--- src/rtl/peripheral_result_bridge_pkg.sv ---
// Shared definitions for the peripheral result bridge.
//
// Contents:
//   HdrNibble   - upper nibble of every frame header byte
//   FrameLen    - bytes per serialized frame (header + 4 data bytes)
//   EntryWidth  - width of one buffered entry: {sel[1:0], data[31:0]}
//   state_e     - serializer FSM encoding
//   frame_byte  - selects the byte presented in a given serializer state

package peripheral_result_bridge_pkg;

    localparam logic [3:0]  HdrNibble  = 4'hA;
    localparam int unsigned FrameLen   = 5;
    localparam int unsigned EntryWidth = 34;

    typedef enum logic [2:0] {
        StIdle,
        StHdr,
        StD3,
        StD2,
        StD1,
        StD0
    } state_e;

    // Byte on the stream for a given state; zero when idle.
    function automatic logic [7:0] frame_byte(input state_e st, input logic [1:0] core_id,
                                              input logic [EntryWidth-1:0] entry);
        logic [7:0] b;
        b = 8'h00;
        unique case (st)
            StHdr:   b = {HdrNibble, core_id, entry[33:32]};
            StD3:    b = entry[31:24];
            StD2:    b = entry[23:16];
            StD1:    b = entry[15:8];
            StD0:    b = entry[7:0];
            default: b = 8'h00;
        endcase
        return b;
    endfunction

endpackage

--- src/rtl/peripheral_result_bridge_sync_fifo.sv ---
// sync_fifo: single-clock FIFO with wrap-bit pointers.
//
// Parameters:
//   WIDTH      - entry width
//   DEPTH_BITS - log2 of the entry count
// Ports:
//   clock, reset        - clock, asynchronous active-low reset
//   push, push_data     - write request and data
//   pop, pop_data       - read request; pop_data is the current head (show-ahead)
//   full, empty, level  - occupancy status, all decoded from the pointers
//
// The caller guarantees it never pops when empty and never pushes when full unless it
// pops in the same cycle.

module sync_fifo #(
    parameter int unsigned WIDTH      = 34,
    parameter int unsigned DEPTH_BITS = 3
) (
    input  logic                  clock,
    input  logic                  reset,
    input  logic                  push,
    input  logic [WIDTH-1:0]      push_data,
    input  logic                  pop,
    output logic [WIDTH-1:0]      pop_data,
    output logic                  full,
    output logic                  empty,
    output logic [DEPTH_BITS:0]   level
);

    localparam int unsigned        Depth   = 2 ** DEPTH_BITS;
    localparam logic [DEPTH_BITS:0] PtrOne  = 1;
    localparam logic [DEPTH_BITS:0] FullXor = {1'b1, {DEPTH_BITS{1'b0}}};

    logic [WIDTH-1:0]    mem_q [Depth];
    logic [DEPTH_BITS:0] wptr_q;
    logic [DEPTH_BITS:0] rptr_q;

    always_ff @(posedge clock or negedge reset) begin
        if (!reset) begin
            wptr_q <= '0;
            rptr_q <= '0;
        end else begin
            if (push) wptr_q <= wptr_q + PtrOne;
            if (pop)  rptr_q <= rptr_q + PtrOne;
        end
    end

    // Storage needs no reset: the pointers alone define which slots are valid.
    always_ff @(posedge clock) begin
        if (push) mem_q[wptr_q[DEPTH_BITS-1:0]] <= push_data;
    end

    always_comb begin
        pop_data = mem_q[rptr_q[DEPTH_BITS-1:0]];
        empty    = (wptr_q == rptr_q);
        full     = ((wptr_q ^ rptr_q) == FullXor);
        level    = wptr_q - rptr_q;
    end

endmodule

--- src/rtl/peripheral_result_bridge.sv ---
// peripheral_result_bridge: buffers core result writes and serializes each into a
// 5-byte frame {hdr, d[31:24], d[23:16], d[15:8], d[7:0]} on a byte ready/valid stream.
//
// Parameters:
//   CORE       - core ID carried in header bits [3:2]
//   DEPTH_BITS - FIFO holds 2**DEPTH_BITS entries
// Ports:
//   clock, reset                     - clock, asynchronous active-low reset
//   to_peripheral[1:0]               - result channel select
//   to_peripheral_data[31:0]         - result value
//   to_peripheral_valid              - one-cycle strobe per result (never stalled)
//   tx_byte[7:0], tx_valid, tx_ready - outgoing byte stream
//   fifo_level                       - FIFO occupancy
//   drop_count[15:0]                 - saturating count of entries lost to a full FIFO
//   busy                             - FIFO non-empty or a frame in flight

module peripheral_result_bridge
    import peripheral_result_bridge_pkg::*;
#(
    parameter int unsigned CORE       = 0,
    parameter int unsigned DEPTH_BITS = 3
) (
    input  logic                  clock,
    input  logic                  reset,
    input  logic [1:0]            to_peripheral,
    input  logic [31:0]           to_peripheral_data,
    input  logic                  to_peripheral_valid,
    output logic [7:0]            tx_byte,
    output logic                  tx_valid,
    input  logic                  tx_ready,
    output logic [DEPTH_BITS:0]   fifo_level,
    output logic [15:0]           drop_count,
    output logic                  busy
);

    localparam logic [1:0] CoreId = 2'(CORE);

    state_e                state_q, state_d;
    logic [EntryWidth-1:0] frame_q, frame_d;
    logic [15:0]           drop_q, drop_d;

    logic                  push;
    logic                  pop;
    logic [EntryWidth-1:0] head;
    logic                  fifo_full;
    logic                  fifo_empty;

    sync_fifo #(
        .WIDTH      (EntryWidth),
        .DEPTH_BITS (DEPTH_BITS)
    ) u_fifo (
        .clock     (clock),
        .reset     (reset),
        .push      (push),
        .push_data ({to_peripheral, to_peripheral_data}),
        .pop       (pop),
        .pop_data  (head),
        .full      (fifo_full),
        .empty     (fifo_empty),
        .level     (fifo_level)
    );

    // Serializer: a pop always loads the frame register and restarts at the header,
    // so back-to-back frames have no idle bubble.
    always_comb begin
        state_d = state_q;
        frame_d = frame_q;
        pop     = 1'b0;
        unique case (state_q)
            StIdle: begin
                if (!fifo_empty) begin
                    pop     = 1'b1;
                    frame_d = head;
                    state_d = StHdr;
                end
            end
            StHdr: if (tx_ready) state_d = StD3;
            StD3:  if (tx_ready) state_d = StD2;
            StD2:  if (tx_ready) state_d = StD1;
            StD1:  if (tx_ready) state_d = StD0;
            StD0: begin
                if (tx_ready) begin
                    if (!fifo_empty) begin
                        pop     = 1'b1;
                        frame_d = head;
                        state_d = StHdr;
                    end else begin
                        state_d = StIdle;
                    end
                end
            end
            default: state_d = StIdle;
        endcase
    end

    // A full FIFO still accepts when the serializer pops in the same cycle.
    always_comb begin
        push   = to_peripheral_valid && (!fifo_full || pop);
        drop_d = drop_q;
        if (to_peripheral_valid && !push && (drop_q != 16'hFFFF)) begin
            drop_d = drop_q + 16'd1;
        end
    end

    always_ff @(posedge clock or negedge reset) begin
        if (!reset) begin
            state_q <= StIdle;
            frame_q <= '0;
            drop_q  <= '0;
        end else begin
            state_q <= state_d;
            frame_q <= frame_d;
            drop_q  <= drop_d;
        end
    end

    // Outputs decode registered state only; tx_ready never reaches them combinationally.
    always_comb begin
        tx_valid   = (state_q != StIdle);
        tx_byte    = frame_byte(state_q, CoreId, frame_q);
        drop_count = drop_q;
        busy       = (fifo_level != '0) || (state_q != StIdle);
    end

endmodule

--- config.mk ---
export PLATFORM = sky130hd
export DESIGN_NAME = peripheral_result_bridge
export DESIGN_NICKNAME = d
export VERILOG_FILES = /design/src/rtl/peripheral_result_bridge_pkg.sv /design/src/rtl/peripheral_result_bridge_sync_fifo.sv /design/src/rtl/peripheral_result_bridge.sv
export SDC_FILE = /design/constraint.sdc
export NUM_CORES = 1
export LEC_CHECK = 0
export CORE_ASPECT_RATIO = 0.5
export CORE_MARGIN = 8
export CORE_UTILIZATION = 50
export CTS_CLUSTER_SIZE = 24
export DETAILED_ROUTE_END_ITERATION = 12
export PLACE_DENSITY = 0.73
export SKIP_LAST_GASP = 1
export SLEW_MARGIN = 20
export SYNTH_ARGS = -nofsm -noshare
export SYNTH_HDL_FRONTEND = slang
export SYNTH_SLANG_ARGS = --single-unit
--- constraint.sdc ---
create_clock -name clock -period 9.11 [get_ports clock]
set_input_delay 1.822 -clock clock [delete_from_list [all_inputs] [get_ports clock]]
set_output_delay 1.822 -clock clock [all_outputs]
set_load 0.05 [all_outputs]
==> flow_summary.json <==
{
  "grt_pass1_wl_mm": 39.6,
  "syn_to_final_growth_pct": 15.5,
  "pre_cts_slack_ns": 4.45,
  "vias": 6491,
  "core_area_um2": 26100,
  "cap_violations": 0,
  "path_class": "reg -> out",
  "powerDensity_nw_per_um2": 329,
  "crit_start": "u_fifo.rptr_q[0]",
  "root_buffer": "clkbuf_16",
  "drt_iter0_markers": 500,
  "drt_pass1_iterations": 4,
  "crit_end": "busy",
  "p_leak_uw": 0.00526,
  "die_h_um": 131,
  "regToRegStartpoint": "u_fifo.rptr_q[0]",
  "syn-mean-instance-area_um2": 18.8,
  "path_max_fanout": 34,
  "critPathRequiredTime_ns": 7.29,
  "layout_setup_ws_ns": 4.05,
  "rsz0062_at_grt": "no",
  "htreeDepth": 1,
  "hold_buffers": 0,
  "viasPerCell": 5.63,
  "hold_viol": 0,
  "grt_pass1_vias": 6746,
  "seqCellArea_um2": 9700,
  "worstMarginPinSlew_ns": 1.04,
  "dieWidth_um": 245,
  "portBuffers": 67,
  "synth_nets": 744,
  "antenna_cells": 0,
  "synth.distinct_cells": 43,
  "initial_utilization": 0.503,
  "drive_gt1_frac": 0.187,
  "tritoncts": "built",
  "clock_sinks": 333,
  "min_period_over_period": 0.556,
  "setup_viol": 0,
  "hp-class": "reg -> reg",
  "cp-start-kind": "flop",
  "rows": 42,
  "avgRoutedWirePerCell_um": 22.0,
  "fill_cells": 1894,
  "r2r_slack_ns": 5.60,
  "report.power.total_uw": 4990,
  "grt_overflow": 0,
  "ant_nets": 0,
  "finalWeightedCongestion": 0.823,
  "die-area_um2": 32000,
  "timing.final.crit_period_ns": 5.06,
  "final_cell_mix": "edfxtp_1, mux4_2, clkdlybuf4s50_1, dfrtp_1, mux2i_1",
  "critPathArrivalTime_ns": 3.24,
  "final_nets": 824,
  "fmax_mhz": 197,
  "fin_skew_ns": 0.0142,
  "grt_use_total": 0.161,
  "numCtsBuffers": 28,
  "antenna_found_initial": 0,
  "cts.path.max_buffers": 3,
  "drt-total-wl_mm": 25.4,
  "layout_commonest_cell": "edfxtp_1",
  "ys_ff_latch": 333,
  "slew_headroom": 0.305,
  "peakVddDrop_v": 0.000224,
  "fin_setup_tns_ns": 0,
  "multiInputGateArea_um2": 3290,
  "slew_violations": 0,
  "end_kind": "output pin",
  "whs_ns": 0.485,
  "worst_skew_pair.late_latency_ns": 0.55,
  "yosys_warnings": 0,
  "post-route-drc-count": 0,
  "postCtsSetupRepairBufs": 0,
  "grt_max_degree": 73,
  "ios": 68,
  "dp_hpwl_mm": 15.4,
  "yosysSeqAreaShare": 0.738,
  "synth_cells": 699,
  "cts_resized": 0,
  "synth_area_um2": 13100,
  "rr_endpoint": "u_fifo.mem_q[1][8]",
  "path_clk_slew_ns": 0.07,
  "ff2ff_path_depth": 6,
  "status": "finished clean"
}
==> layer usage <==
| metal | share of wire | vias to the layer above | GRT usage |
|---|---|---|---|
| li1 | - | 2944 | - |
| met1 | 0.45 | 3404 | 0.221 |
| met2 | 0.50 | 119 | 0.273 |
| met3 | 0.038 | 24 | 0.0276 |
| met4 | 0.014 | 0 | 0.0300 |
| met5 | 0 | - | 0 |
==> worst max-delay path, cell delays in order (launching register included) <==
cell             delay, ns
dfrtp_4               0.73
ha_1                  0.35
fa_1                  0.39
xnor2_1               0.21
nor2_1                0.06
o2111ai_1             0.10
clkdlybuf4s50_1       0.84
==> synth_stat cells (all sizes together) <==
cell	number	share of area
nor4b	1	0.00067
o41ai	2	0.0019
or4	1	0.00057
nand4	4	0.0019
or2	2	0.00095
nand2	44	0.013
dfrtp	61	0.12
o22ai	5	0.0024
nand3	11	0.0042
fa	1	0.0015
ha	6	0.0057
mux2	4	0.0034
xor2	16	0.011
a21oi	11	0.0042
nor2b	2	0.00095
and4	1	0.00067
clkbuf	19	0.0054
edfxtp	272	0.62
nor4	11	0.0069
nor2	11	0.0031
mux2i	45	0.034
o32ai	1	0.00067
nand2b	1	0.00048
and3	3	0.0014
xnor2	8	0.0053
o21ai	37	0.014
mux4	68	0.12
nor3	11	0.0042
o2111ai	1	0.00067
inv	16	0.0046
nor3b	1	0.00057
buf	16	0.0067
and4b	1	0.00076
a221oi	3	0.0020
o221a	1	0.00086
o211ai	1	0.00057
==> cell families (layout without fill, tap and decap cells) <==
| kind of cell | count (synthesis) | in the layout | share of synthesized area |
|---|---|---|---|
| xor+xnor | 24 | 24 | 0.0160 |
| flops | 333 | 333 | 0.738 |
| simple gates | 105 | 105 | 0.0399 |
| compound gates | 62 | 62 | 0.0274 |
| mux | 117 | 117 | 0.154 |
| buf+inv | 51 | 153 | 0.0167 |
| fa+ha+maj | 7 | 7 | 0.00724 |
==> sequential cells by signal (all words and copies together) (netlist names) <==
register,count
u_fifo.wptr_q,4
frame_q,34
u_fifo.rptr_q,4
state_q,3
u_fifo.mem_q,272
drop_count,16
==> report_power, final <==
group	leakage [uW]	internal [uW]	total, uW	switching, uW
Sequential	0.00323	1960	2160	201
Combinational	0.00161	702	1690	991
Clock	0.000426	627	1140	514
==> worst min-delay path by stage <==
stage,cells past startpoint,startpoint,endpoint
6_report,2,frame_q[10],frame_q[10]
5_1_grt,2,frame_q[10],frame_q[10]
4_1_cts,2,frame_q[10],frame_q[10]
3_5_place_dp,2,frame_q[10],frame_q[10]
3_3_place_gp,2,frame_q[14],frame_q[14]
2_1_floorplan,2,frame_q[10],frame_q[10]
==> final cells by class <==
class,count,share of cell area
sequential,333,0.640
multi-input combinational,315,0.217
clock buffer,43,0.0519
timing repair buffer,85,0.0528
tap,352,0.0290
inverter,16,0.00396
clock inverter,9,0.00577
==> through the flow <==
stage	instances	utilization	instance area, um2
floorplan	699	-	13100
global placement	1101	0.547	14300
detailed placement	1101	0.547	14300
CTS	1153	0.580	15200
global route	1153	0.581	15200
finish	1153	0.581	15200
Note: power is estimated with default switching activity, not from simulation.
